**config.mk**
```make
export PLATFORM = sky130hd
export DESIGN_NAME = boot_host_uploader
export DESIGN_NICKNAME = d
export VERILOG_FILES = /design/src/rtl/boot_host_uploader.sv
export SDC_FILE = /design/constraint.sdc
export NUM_CORES = 1
export LEC_CHECK = 0
export ABC_AREA = 1
export CAP_MARGIN = 15
export CELL_PAD_IN_SITES_DETAIL_PLACEMENT = 0
export CELL_PAD_IN_SITES_GLOBAL_PLACEMENT = 1
export CORE_UTILIZATION = 39
export DETAILED_ROUTE_END_ITERATION = 16
export PLACE_DENSITY_LB_ADDON = 0.1
export SETUP_SLACK_MARGIN = 0.5
export SLEW_MARGIN = 10
export SYNTH_ARGS = -nofsm -noshare
export SYNTH_HDL_FRONTEND = slang
export SYNTH_SLANG_ARGS = --single-unit
```
**constraint.sdc**
```tcl
create_clock -name clk -period 2.2 [get_ports clk]
set_input_delay 0.44 -clock clk [delete_from_list [all_inputs] [get_ports clk]]
set_output_delay 0.44 -clock clk [all_outputs]
set_load 0.01 [all_outputs]
```
**src/rtl/boot_host_uploader.sv**
```systemverilog
// boot_host_uploader: streams a WORDS x 16-bit ROM image out over UART 8N1 (high byte first)
// and assembles the returned dump words. Define VERIFY_EN to add dump-vs-ROM checking
// (mismatch, err_count); the RX side then drives the ROM address while the uploader is idle.
module boot_host_uploader #(
    parameter int BAUD_DIV = 868,
    parameter int WORDS    = 64,
    parameter int ADR_W    = 6
) (
    input  logic             clk,
    input  logic             rst,
    input  logic             ce,
    input  logic             start,
    output logic [ADR_W-1:0] prog_adr,
    input  logic [15:0]      prog_data,
    output logic             tx,
    input  logic             rx,
    output logic             busy,
    output logic             upload_done,
    output logic             dump_valid,
    output logic [ADR_W-1:0] dump_adr,
    output logic [15:0]      dump_data,
    output logic             frame_err
`ifdef VERIFY_EN
    ,
    output logic             mismatch,
    output logic [ADR_W:0]   err_count
`endif
);
    localparam logic [15:0]      BIT_LAST  = 16'(BAUD_DIV - 1);
    localparam logic [15:0]      HALF_LAST = 16'(BAUD_DIV / 2 - 1);
    localparam logic [ADR_W-1:0] ADR_LAST  = ADR_W'(WORDS - 1);

    typedef enum logic [2:0] {T_IDLE, T_FETCH, T_LATCH, T_HI, T_LO, T_DONE} tx_st_t;
    typedef enum logic [2:0] {R_HUNT, R_START, R_DATA, R_STOP, R_WAIT} rx_st_t;

    tx_st_t           ts_q, ts_d;
    logic [ADR_W-1:0] tadr_q, tadr_d;
    logic [9:0]       sh_q, sh_d;
    logic [7:0]       lo_q, lo_d;
    logic [15:0]      tbc_q, tbc_d;
    logic [3:0]       tbn_q, tbn_d;
    logic             busy_q, busy_d, done_q, done_d;
    logic             rs1_q, rs2_q, rp_q;
    rx_st_t           rxs_q, rxs_d;
    logic [15:0]      rbc_q, rbc_d;
    logic [2:0]       rbn_q, rbn_d;
    logic [7:0]       rsh_q, rsh_d, hi_q, hi_d;
    logic             ph_q, ph_d, dv_q, dv_d, ferr_q, ferr_d;
    logic [ADR_W-1:0] dadr_q, dadr_d;
    logic [15:0]      ddata_q, ddata_d;
    logic             start_acc;
`ifdef VERIFY_EN
    logic             mis_q, mis_d;
    logic [ADR_W:0]   ecnt_q, ecnt_d;
`endif

    assign start_acc = start && ts_q == T_IDLE;

    // Upload sequencer: per word FETCH, LATCH, 10-bit high frame, 10-bit low frame plus one idle cycle
    always_comb begin
        ts_d   = ts_q;
        tadr_d = tadr_q;
        sh_d   = sh_q;
        lo_d   = lo_q;
        tbc_d  = tbc_q;
        tbn_d  = tbn_q;
        busy_d = busy_q;
        done_d = 1'b0;
        case (ts_q)
            T_IDLE: if (start) begin
                ts_d   = T_FETCH;
                busy_d = 1'b1;
                tadr_d = '0;
            end
            T_FETCH: ts_d = T_LATCH;
            T_LATCH: begin
                sh_d  = {1'b1, prog_data[15:8], 1'b0};
                lo_d  = prog_data[7:0];
                tbc_d = '0;
                tbn_d = '0;
                ts_d  = T_HI;
            end
            T_HI: begin
                tbc_d = tbc_q == BIT_LAST ? '0 : tbc_q + 16'd1;
                if (tbc_q == BIT_LAST) begin
                    sh_d  = tbn_q == 4'd9 ? {1'b1, lo_q, 1'b0} : {1'b1, sh_q[9:1]};
                    tbn_d = tbn_q == 4'd9 ? 4'd0 : tbn_q + 4'd1;
                    ts_d  = tbn_q == 4'd9 ? T_LO : T_HI;
                end
            end
            T_LO: if (tbn_q == 4'd10) begin
                ts_d   = tadr_q == ADR_LAST ? T_DONE : T_FETCH;
                tadr_d = tadr_q == ADR_LAST ? tadr_q : tadr_q + 1'b1;
                busy_d = tadr_q != ADR_LAST;
                done_d = tadr_q == ADR_LAST;
            end else begin
                tbc_d = tbc_q == BIT_LAST ? '0 : tbc_q + 16'd1;
                if (tbc_q == BIT_LAST) begin
                    sh_d  = {1'b1, sh_q[9:1]};
                    tbn_d = tbn_q + 4'd1;
                end
            end
            T_DONE: ts_d = T_IDLE;
            default: ts_d = T_IDLE;
        endcase
    end

    // Dump receiver: mid-bit sampling, byte pairing high-then-low, framing error tracking
    always_comb begin
        rxs_d   = rxs_q;
        rbc_d   = rbc_q;
        rbn_d   = rbn_q;
        rsh_d   = rsh_q;
        hi_d    = hi_q;
        ph_d    = ph_q;
        dv_d    = 1'b0;
        ddata_d = ddata_q;
        dadr_d  = dv_q ? (dadr_q == ADR_LAST ? '0 : dadr_q + 1'b1) : dadr_q;
        ferr_d  = ferr_q && !start_acc;
`ifdef VERIFY_EN
        mis_d   = mis_q && !start_acc;
        ecnt_d  = start_acc ? '0 : ecnt_q;
`endif
        case (rxs_q)
            R_HUNT: if (rp_q && !rs2_q) begin
                rxs_d = R_START;
                rbc_d = '0;
            end
            R_START: if (rbc_q == HALF_LAST) begin
                rbc_d  = '0;
                rbn_d  = '0;
                rxs_d  = rs2_q ? R_HUNT : R_DATA;
                ferr_d = ferr_d || rs2_q;
                ph_d   = ph_q && !rs2_q;
            end else rbc_d = rbc_q + 16'd1;
            R_DATA: if (rbc_q == BIT_LAST) begin
                rbc_d = '0;
                rsh_d = {rs2_q, rsh_q[7:1]};
                rbn_d = rbn_q + 3'd1;
                rxs_d = rbn_q == 3'd7 ? R_STOP : R_DATA;
            end else rbc_d = rbc_q + 16'd1;
            R_STOP: if (rbc_q == BIT_LAST) begin
                rbc_d = '0;
                if (!rs2_q) begin
                    ferr_d = 1'b1;
                    ph_d   = 1'b0;
                    rxs_d  = R_WAIT;
                end else begin
                    rxs_d = R_HUNT;
                    ph_d  = !ph_q;
                    hi_d  = ph_q ? hi_q : rsh_q;
                    if (ph_q) begin
                        dv_d    = 1'b1;
                        ddata_d = {hi_q, rsh_q};
`ifdef VERIFY_EN
                        if (!busy_q && {hi_q, rsh_q} != prog_data) begin
                            mis_d  = 1'b1;
                            ecnt_d = &ecnt_q ? ecnt_q : ecnt_q + 1'b1;
                        end
`endif
                    end
                end
            end else rbc_d = rbc_q + 16'd1;
            R_WAIT: if (rs2_q) rxs_d = R_HUNT;
            default: rxs_d = R_HUNT;
        endcase
    end

    // All state: synchronous active-low reset, frozen while ce is low
    always_ff @(posedge clk) begin
        if (!rst) begin
            ts_q    <= T_IDLE;
            tadr_q  <= '0;
            sh_q    <= '1;
            lo_q    <= '0;
            tbc_q   <= '0;
            tbn_q   <= '0;
            busy_q  <= 1'b0;
            done_q  <= 1'b0;
            rs1_q   <= 1'b1;
            rs2_q   <= 1'b1;
            rp_q    <= 1'b1;
            rxs_q   <= R_HUNT;
            rbc_q   <= '0;
            rbn_q   <= '0;
            rsh_q   <= '0;
            hi_q    <= '0;
            ph_q    <= 1'b0;
            dv_q    <= 1'b0;
            dadr_q  <= '0;
            ddata_q <= '0;
            ferr_q  <= 1'b0;
`ifdef VERIFY_EN
            mis_q   <= 1'b0;
            ecnt_q  <= '0;
`endif
        end else if (ce) begin
            ts_q    <= ts_d;
            tadr_q  <= tadr_d;
            sh_q    <= sh_d;
            lo_q    <= lo_d;
            tbc_q   <= tbc_d;
            tbn_q   <= tbn_d;
            busy_q  <= busy_d;
            done_q  <= done_d;
            rs1_q   <= rx;
            rs2_q   <= rs1_q;
            rp_q    <= rs2_q;
            rxs_q   <= rxs_d;
            rbc_q   <= rbc_d;
            rbn_q   <= rbn_d;
            rsh_q   <= rsh_d;
            hi_q    <= hi_d;
            ph_q    <= ph_d;
            dv_q    <= dv_d;
            dadr_q  <= dadr_d;
            ddata_q <= ddata_d;
            ferr_q  <= ferr_d;
`ifdef VERIFY_EN
            mis_q   <= mis_d;
            ecnt_q  <= ecnt_d;
`endif
        end
    end

    assign tx          = sh_q[0];
    assign busy        = busy_q;
    assign upload_done = done_q;
    assign dump_valid  = dv_q;
    assign dump_adr    = dadr_q;
    assign dump_data   = ddata_q;
    assign frame_err   = ferr_q;
`ifdef VERIFY_EN
    assign prog_adr    = busy_q ? tadr_q : dadr_q;
    assign mismatch    = mis_q;
    assign err_count   = ecnt_q;
`else
    assign prog_adr    = tadr_q;
`endif
endmodule
```
==> results.py, run 1 <==
metrics = {
    "logic_synthesis": {
        "synth_edf_count": 0,
        "seq_area_frac_synth_pct": 39.8,
        "ys_ff_latch": 114,
        "yosys_most_used_dff": "dfxtp_1",
        "ys_top_cells_by_area": "dfxtp_1 40%, nand2_1 14%, nor2_1 9.3%",
        "yosysTopAreaCellShare_pct": 39.8,
        "syn_nets": 890,
        "synthCells": 859,
        "synth-warning-count": 0,
        "yosysTopAreaCell": "dfxtp_1",
        "netlist_area_um2": 5740,
        "async_reset_ff_share_pct": 0,
        "ys_types": 36,
        "syn_avg_cell_area_um2": 6.68,
    },
    "cts": {
        "cts.sink_count": 114,
        "clock_latency_ps": 430,
        "cts.clk_slew.worst_paths_ps": 60,
        "htreeDepth": 4,
        "cts-root-buf": "clkbuf_16",
        "cts_buffers": 17,
        "cts_tree": "done",
        "cts_max_path_buffers": 2,
    },
    "global_routing": {
        "busiest_layer": "met2",
        "first_global_vias": 5467,
        "grtUsageTotal_pct": 20.9,
        "grt_pass1_wl_mm": 25.0,
        "grt_util_met3_pct": 4.66,
        "met2_usage_pct": 36.2,
        "grt_antenna_before_repair": 0,
        "grt_overflow": 0,
        "grt_use_met1_pct": 24.8,
        "grt_max_degree": 44,
    },
    "detailed_routing": {
        "via_count": 5779,
        "antenna_left": 0,
        "drt_iter0_drc": 355,
        "post_drt_via_cell_ratio": 5.06,
        "drt_wl_total_mm": 15.1,
        "drc": 0,
        "drt_first_pass_iters": 5,
        "routedWlPerCell_um": 13.2,
    },
    "sta": {
        "fin_skew_ps": 7.63,
        "relSlewSlack_pct": 72.1,
        "hold_viol_final": 0,
        "fin_tns_setup_ps": 0,
        "worstMarginPinSlew_ps": 416,
        "finalCriticalPeriod_ps": 1590,
        "fmax_mhz": 629,
        "post-route-period-util_pct": 72.3,
        "rsz0062_at_grt": "true",
        "hold_ws_ps": 460,
        "maxSlewViolCount": 0,
        "setup_viol": 0,
    },
    "worst_setup_path": {
        "arrival_ps": 1910,
        "rr_startpoint": "tbc_q[1]",
        "r2r_slack_ps": 610,
        "start_kind": "register",
        "path_max_fanout": 4,
        "end_kind": "register",
        "critPathRequiredTime_ps": 2520,
        "worstReg2RegEnd": "tbc_q[14]",
        "critical_path_class": "register to register",
        "reg2reg_depth": 8,
    },
    "placement": {
        "dp_hpwl_mm": 10.4,
        "port_buffers": 53,
        "gp_congestion": 0.862,
        "dp.cells": 1088,
    },
    "finish": {
        "fin_nets": 981,
        "final_core_util_pct": 53.6,
        "diodes": 0,
        "instances_no_fill": 1143,
        "syn2layout_area_growth_pct": 31.8,
        "layout-drive-gt1-share_pct": 16.7,
    },
    "hold_path": {
        "holdCritStartpoint": "sh_q[1]",
        "hp-class": "register to register",
        "whs_path_depth": 2,
        "whs_endpoint": "sh_q[0]",
    },
    "die": {
        "ioPinCount": 54,
        "placementRows": 43,
        "die-width_um": 123,
        "core_um2": 14100,
        "initial_core_util_pct": 40.7,
        "die_h_um": 123,
        "dieArea_um2": 15200,
    },
    "power_and_ir_drop": {
        "p_leak_nw": 3.14,
        "max-vdd-ir-drop_uv": 561,
        "cellPowerDensity_nw_per_um2": 816,
    },
    "job": {
        "max_cap_violations": 0,
    },
    "run_status": {
        "status": "completed",
    },
}
## registers in the layout, summed over array words and instances (netlist names), 3 cells and up
register   cells
rbn_q          3
rbc_q         16
tbc_q         16
dump_adr       6
dump_data     16
ts_q           3
hi_q           8
lo_q           8
tbn_q          4
prog_adr       6
rxs_q          3
rsh_q          8
sh_q           9
## cells by family after synthesis
logic type	Yosys count	share of synthesized area, %
AO/OA/AOI/OAI	131	11.7
XOR/XNOR	9	1.37
adder cells (fa/ha/maj)	10	2.18
buffers and inverters	101	7.22
flip-flops	114	39.8
AND/OR/NAND/NOR	494	37.7
## cells in the mapped netlist, types with 4 or more instances
cell type and number:
nor2_1 142, inv_1 71, nand2_1 221, a21oi_1 75
o21ai_0 44, dfxtp_1 114, nand2_2 7, buf_2 6
o21ai_1 5, nor3_1 24, clkbuf_1 14, nand4_1 25
xor2_1 6, nand3b_1 4, nor2_4 5, nand3_1 52
ha_1 10
## worst max-delay path, stage by stage (launching register included)
cell and delay [ps]:
dfxtp_1 380, ha_4 160, nand3_1 120, nor2_2 200, nand2_2 100, nor3_4 250
nand3_2 110, nor2_1 120, nor2_1 50
## final cells by class
| cell class | count | area [µm²] |
|---|---|---|
| sequential | 114 | 2310 |
| timing repair buffer | 97 | 918 |
| tap | 180 | 225 |
| multi-input combinational | 645 | 3230 |
| inverter | 75 | 298 |
| fill | 1386 | 6540 |
| clock buffer | 17 | 425 |
| clock inverter | 15 | 148 |
## per-stage QoR
stage / area, µm² / setup WS (ps) / power, W
3_5_place_dp: 6560 / 27.4 / 0.00335
2_1_floorplan: 5740 / 501 / 0.00301
4_1_cts: 7250 / 494 / 0.00610
6_report: 7560 / 609 / 0.00617
3_3_place_gp: 6560 / 83.5 / 0.00333
5_1_grt: 7560 / 479 / 0.00649
## layer usage
metal | vias to the layer above | share of wire (%)
met5 | - | 0
met3 | 20 | 3.9
li1 | 2989 | -
met2 | 96 | 50
met4 | 0 | 1.8
met1 | 2674 | 44
## what timing repair did
| item | in CTS | in global routing |
|---|---|---|
| setup endpoints to repair | 91 | 99 |
| buffers inserted | 8 | 12 |
| pin swaps | 5 | 9 |
| cloned | 1 | 2 |
| gates resized for setup | 60 | 61 |
| hold buffers | 0 | 0 |
## cells in the final DEF (no fill, tap or decap), drive strengths merged, types with 19 or more instances in the layout
cell type	count
nand4	25
o21ai	49
nand2	232
nand3	53
dlygate4sd2	34
nor2	148
inv	81
dfxtp	114
buf	43
clkdlybuf4s50	19
nor3	27
a21oi	75
## how the worst max path moves through the flow
stage,slack (ps),startpoint,cells past startpoint,end
floorplan,500,tbn_q[0],9,sh_q[4]
global placement,80,ce,9,dump_adr[3]
detailed placement,30,ce,8,sh_q[1]
CTS,490,tbn_q[0],10,sh_q[1]
global route,480,rbc_q[8],11,rxs_q[2]
finish,610,tbc_q[1],8,tbc_q[14]
## power breakdown
group	leakage (nW)	total, W	switching [W]	internal, W
combinational	1.93	0.00122	0.000763	0.000462
sequential	0.932	0.00227	0.000102	0.00216
clock	0.274	0.00268	0.00109	0.00158
total	3.14	0.00617	0.00196	0.00421
No activity file was read; power rests on OpenSTA's default activity.
==> inputs of run 2 (changes only) <==
--- a/config.mk
+++ b/config.mk
@@ -9,7 +9,7 @@
 export CAP_MARGIN = 15
 export CELL_PAD_IN_SITES_DETAIL_PLACEMENT = 0
 export CELL_PAD_IN_SITES_GLOBAL_PLACEMENT = 1
-export CORE_UTILIZATION = 39
+export CORE_UTILIZATION = 37
 export DETAILED_ROUTE_END_ITERATION = 16
 export PLACE_DENSITY_LB_ADDON = 0.1
 export SETUP_SLACK_MARGIN = 0.5
==> constraint.sdc (replaced) <==
create_clock -name clk -period 1.3 [get_ports clk]
set_input_delay 0.26 -clock clk [delete_from_list [all_inputs] [get_ports clk]]
set_output_delay 0.26 -clock clk [all_outputs]
set_load 0.01 [all_outputs]
==> run 2 against run 1 <==
The flow now finishes with violations (setup timing); critical path depth increased by 2; register-to-register slack got worse by 940 ps; clock-buffer cell count did not move; core utilization increased by 18 points; setup slack lost 940 ps; clock skew increased by 2.8 ps; sequential share of layout area decreased by 8.4 points; non-clock buffer count increased by 202; global-route usage is 3.1 points higher.
==> results.py, run 2 (same netlist as run 1, synthesis figures left out) <==
metrics = {
    "sta": {
        "fmax_mhz": 614,
        "maxSlewViolCount": 0,
        "setup_slack_ps": -329,
        "rsz0062_at_grt": "true",
        "setup_viol": 105,
        "finalCriticalPeriod_ps": 1630,
        "hold_viol_final": 0,
        "post-route-period-util_pct": 125,
        "fin_skew_ps": 10.4,
        "worstMarginPinSlew_ps": 312,
        "relSlewSlack_pct": 79.2,
    },
    "detailed_routing": {
        "dr_wl_met2_mm": 10.8,
        "highest_layer": "met4",
        "wl_met3_um": 616,
        "via_count": 6873,
        "drt_wl_total_mm": 20.3,
        "wl_met1_mm": 8.52,
        "post_drt_via_cell_ratio": 5.07,
        "antenna_left": 0,
        "drt_first_pass_iters": 5,
        "routedWlPerCell_um": 15.0,
        "drt_iter0_drc": 288,
        "drc": 0,
    },
    "finish": {
        "final_cell_mix": "173 x buf_4, 144 x nand2_1, 96 x nor2_1",
        "final_core_util_pct": 71.2,
        "layout-drive-gt1-share_pct": 55.6,
        "syn2layout_area_growth_pct": 88.1,
        "multi_input_area_um2": 4410,
        "fillers": 1125,
        "layout.cells.most_common": "buf_4",
        "instances_no_fill": 1355,
        "ff_latch_area_um2": 2400,
        "fin_nets": 1185,
        "diodes": 0,
    },
    "global_routing": {
        "grtUsageTotal_pct": 24.0,
        "grt_pass1_wl_mm": 30.7,
        "first_global_vias": 6571,
        "grt_overflow": 0,
        "grt_antenna_before_repair": 0,
        "grt_max_degree": 21,
    },
    "worst_setup_path": {
        "worstReg2RegEnd": "tbn_q[2]",
        "end_kind": "register",
        "critical_path_class": "register to register",
        "rr_startpoint": "tbn_q[0]",
        "reg2reg_depth": 10,
        "start_kind": "register",
        "critPathRequiredTime_ps": 1620,
        "r2r_slack_ps": -330,
        "path_max_fanout": 8,
        "arrival_ps": 1950,
    },
    "power_and_ir_drop": {
        "cellPowerDensity_nw_per_um2": 1170,
        "max-vdd-ir-drop_uv": 1090,
        "power_w": 0.0126,
        "p_leak_nw": 4.37,
    },
    "placement": {
        "dp.cells": 1234,
        "port_buffers": 53,
        "gp_congestion": 0.886,
        "dp_hpwl_mm": 12.2,
    },
    "hold_path": {
        "whs_path_depth": 3,
        "whs_endpoint": "busy",
        "holdCritStartpoint": "rst",
        "hp-class": "primary input to register",
    },
    "cts": {
        "cts_buffers": 17,
        "cts_hold_buf": 0,
        "htreeDepth": 4,
        "cts-root-buf": "clkbuf_16",
        "cts_max_path_buffers": 2,
        "cts.clk_slew.worst_paths_ps": 60,
        "clock_latency_ps": 430,
        "cts_tree": "done",
        "cts.sink_count": 114,
    },
    "die": {
        "ioPinCount": 54,
        "initial_core_util_pct": 37.9,
        "placementRows": 45,
        "dieArea_um2": 16000,
        "die-width_um": 127,
        "die_h_um": 127,
        "core_um2": 15100,
    },
    "run_status": {
        "violations": "setup timing",
        "status": "complete, but fails checks",
    },
    "job": {
        "max_cap_violations": 0,
    },
}
run 2: cell count changes in the layout (fill, tap and decap cells not counted), moves of 25 or more:
cell and delta:
a21oi_2 +53, a21oi_1 -55, dfxtp_1 -39, buf_6 +88, buf_4 +141, o21ai_0 -30
dlygate4sd2_1 -33, nand2_1 -67, nand2_2 +25, nand2_4 +36, nor2_1 -31
run 2: repair_timing:
action | in CTS | in global routing
buffers inserted | 47 | 34
setup endpoints to repair | 147 | 145
gates resized for setup | 394 | 181
gates cloned | 8 | 0
pin swaps | 71 | 84
run 2: worst max-delay path: stages (launching register included):
cell	delay, ps
dfxtp_2	340
inv_2	50
ha_4	160
nand3_4	80
nor2_4	60
nor3_4	280
nand2_4	180
buf_6	160
buf_6	110
nand2_2	60
a21oi_2	50
run 2: worst max path at each step:
stage          slack (ps)      from  cells past startpoint  endpoint
2_1_floorplan        -260  tbn_q[0]                      9   sh_q[4]
3_3_place_gp         -520        ce                      8  tbn_q[3]
3_5_place_dp         -620        ce                      8   sh_q[2]
4_1_cts              -290  tbn_q[0]                      9   sh_q[2]
5_1_grt              -410  tbn_q[0]                      9   sh_q[0]
6_report             -330  tbn_q[0]                     10  tbn_q[2]
run 2: layout make-up:
class                   instances  area share, %
clock inverters                15           1.59
repair buffers                299           26.3
flip-flops and latches        114           22.2
clock buffers                  17           3.94
multi-input cells             647           40.9
well taps                     188           2.18
inverters                      75           2.86
run 2: per-stage QoR:
step	hold WS, ps	cell area (µm²)	worst slack [ps]	setup TNS, ps
after floorplan	386	6190	-259	-9870
after global placement	446	8020	-522	-47500
after detailed placement	452	8020	-624	-50800
after CTS	363	9880	-288	-17690
after global routing	369	10800	-406	-32530
final	367	10800	-329	-24850
run 2: routing by layer:
metal / vias up / GRT usage [%]
li1: 3415 / -
met3: 35 / 5.10
met5: - / 0
met2: 130 / 43.5
met1: 3293 / 28.1
met4: 0 / 7.65
run 2: report_power, final:
| part | total [W] | leakage (nW) | internal (W) | switching (W) |
|---|---|---|---|---|
| clock | 0.00478 | 0.288 | 0.00287 | 0.00190 |
| sequential | 0.00389 | 0.954 | 0.00367 | 0.000216 |
| combinational | 0.00396 | 3.12 | 0.00181 | 0.00215 |
==> inputs of run 3 (changes only) <==
--- a/config.mk
+++ b/config.mk
@@ -11,7 +11,8 @@
 export CELL_PAD_IN_SITES_GLOBAL_PLACEMENT = 1
 export CORE_UTILIZATION = 37
 export DETAILED_ROUTE_END_ITERATION = 16
-export PLACE_DENSITY_LB_ADDON = 0.1
+export HOLD_SLACK_MARGIN = 0.12
+export PLACE_DENSITY = 0.81
 export SETUP_SLACK_MARGIN = 0.5
 export SLEW_MARGIN = 10
 export SYNTH_ARGS = -nofsm -noshare
==> run 3 against run 2 <==
The flow still finishes with violations (setup timing); total power decreased by 1.5%; clock-buffer cell count increased by 2; via count decreased by 0.44%; final cell count decreased by 0.66%; fmax decreased by 2.3%; wire length decreased by 0.64%; flip-flop and latch count unchanged; core utilization decreased by 2.0 points; critical endpoint is now ts_q[2].
==> results.py, run 3 (same netlist as run 1, synthesis figures left out) <==
metrics = {
    "finish": {
        "syn2layout_area_growth_pct": 82.8,
        "diodes": 0,
        "fillers": 1134,
        "layout-drive-gt1-share_pct": 53.9,
        "fin_nets": 1176,
        "instances_no_fill": 1346,
        "final_cell_mix": "177 x buf_4, 152 x nand2_1, 95 x nor2_1",
        "layout.cells.most_common": "buf_4",
        "final_area_um2": 10500,
    },
    "placement": {
        "dp.cells": 1244,
        "placed_area_um2": 8120,
        "dp_hpwl_mm": 11.3,
        "port_buffers": 53,
        "gp_congestion": 0.836,
    },
    "cts": {
        "cts_hold_buf": 0,
        "clock_latency_ps": 430,
        "cts_buffers": 17,
        "htreeDepth": 4,
        "cts_max_path_buffers": 2,
        "cts.clk_slew.worst_paths_ps": 60,
        "cts-root-buf": "clkbuf_16",
        "cts_tree": "done",
        "cts.sink_count": 114,
    },
    "sta": {
        "fin_skew_ps": 7.93,
        "finalCriticalPeriod_ps": 1670,
        "setup_viol": 105,
        "rsz0062_at_grt": "true",
        "fmax_mhz": 600,
        "hold_viol_final": 0,
        "maxSlewViolCount": 0,
        "post-route-period-util_pct": 128,
        "relSlewSlack_pct": 75.0,
        "setup_slack_ps": -368,
        "worstMarginPinSlew_ps": 373,
        "fin_tns_setup_ps": -22490,
    },
    "detailed_routing": {
        "drc": 0,
        "post_drt_via_cell_ratio": 5.08,
        "drt_iter0_drc": 400,
        "drt_wl_total_mm": 20.2,
        "antenna_left": 0,
        "routedWlPerCell_um": 15.0,
        "drt_first_pass_iters": 5,
        "via_count": 6843,
    },
    "die": {
        "initial_core_util_pct": 37.9,
        "placementRows": 45,
        "die-width_um": 127,
        "core_um2": 15100,
        "die_h_um": 127,
        "dieArea_um2": 16000,
        "ioPinCount": 54,
    },
    "worst_setup_path": {
        "cpMaxStageDelayCell": "dfxtp_2",
        "cp_slowest_stage_delay_ps": 380,
        "critical_path.cell_chain": "inv_4 > nor2_4 > buf_6 > nand2_2 > buf_12 > nor2_4 > buf_4 > buf_6 > nor2_1 > a21oi_1",
        "arrival_ps": 2000,
        "end_kind": "register",
        "path_max_fanout": 8,
        "critPathRequiredTime_ps": 1630,
        "critPathTopFamily": "buffers and inverters",
        "start_kind": "register",
        "critPathBufInv": 5,
        "critical_path_class": "register to register",
    },
    "power_and_ir_drop": {
        "p_leak_nw": 4.31,
        "power_w": 0.0124,
        "cellPowerDensity_nw_per_um2": 1190,
        "max-vdd-ir-drop_uv": 1170,
    },
    "run_status": {
        "status": "complete, but fails checks",
        "violations": "setup timing",
    },
    "global_routing": {
        "grt_antenna_before_repair": 0,
        "grtUsageTotal_pct": 23.3,
        "grt_overflow": 0,
        "grt_max_degree": 36,
        "grt_pass1_wl_mm": 30.2,
        "first_global_vias": 6379,
    },
    "job": {
        "max_cap_violations": 0,
    },
    "hold_path": {
        "hp-class": "primary input to register",
    },
}
[run 3: cell types whose count changed in the layout (fill, tap and decap cells not counted), moves of 5 or more]
cell,previous run,this run
nand2_1,144,152
o21ai_1,24,18
nand2_2,40,35
nor3_1,11,17
nor3_2,12,7
a21oi_1,17,28
nor2_4,33,22
buf_6,92,78
nor2_2,19,31
a21oi_2,56,45
[run 3: report_power, final]
part           leakage [nW]  internal, W  switching [W]  total, W
sequential            0.954      0.00367       0.000187   0.00385
clock                 0.287      0.00266        0.00195   0.00461
combinational          3.07      0.00181        0.00216   0.00398
[run 3: metrics by stage]
stage | hold WS, ps | util [%] | setup WS, ps
global route | 272 | 69.2 | -441
global placement | 445 | 53.6 | -575
finish | 230 | 69.2 | -368
detailed placement | 449 | 53.6 | -572
CTS | 254 | 63.7 | -225
floorplan | 386 | - | -259
[run 3: path summary, 6_finish.rpt]
kind / startpoint / slack [ps] / cells after the start / end
setup / recovery: ts_q[1] / -370 / 10 / ts_q[2]
hold / removal: ce / 230 / 3 / rp_q
setup reg to reg: ts_q[1] / -370 / 10 / ts_q[2]
hold reg to reg: sh_q[1] / 430 / 2 / sh_q[0]
[run 3: per-layer routing]
metal  part of all wire (%)  track usage, %  routed length, µm
met5                      0               0                  0
met2                     50            39.5              10000
met1                     44            29.5               8790
met3                    3.8            4.34                763
met4                    2.9            8.50                582
[run 3: final cells by class]
cell class | count | area, µm² | area share [%]
repair buffers | 290 | 2710 | 25.8
flip-flops and latches | 114 | 2400 | 22.9
multi-input cells | 647 | 4260 | 40.7
inverters | 75 | 307 | 2.92
well taps | 188 | 235 | 2.24
clock buffers | 19 | 464 | 4.43
clock inverters | 13 | 113 | 1.07
[run 3: worst min-delay path, stage by stage]
cell	delay [ps]
clkbuf_2	160
nand2_1	120
nand3_1	90
[run 3: timing repair]
action	CTS	global route
resized for setup	357	160
gates cloned	3	4
buffers inserted	41	22
pin swaps	65	55
hold endpoints to repair	0	0
endpoints found under the setup margin	147	146
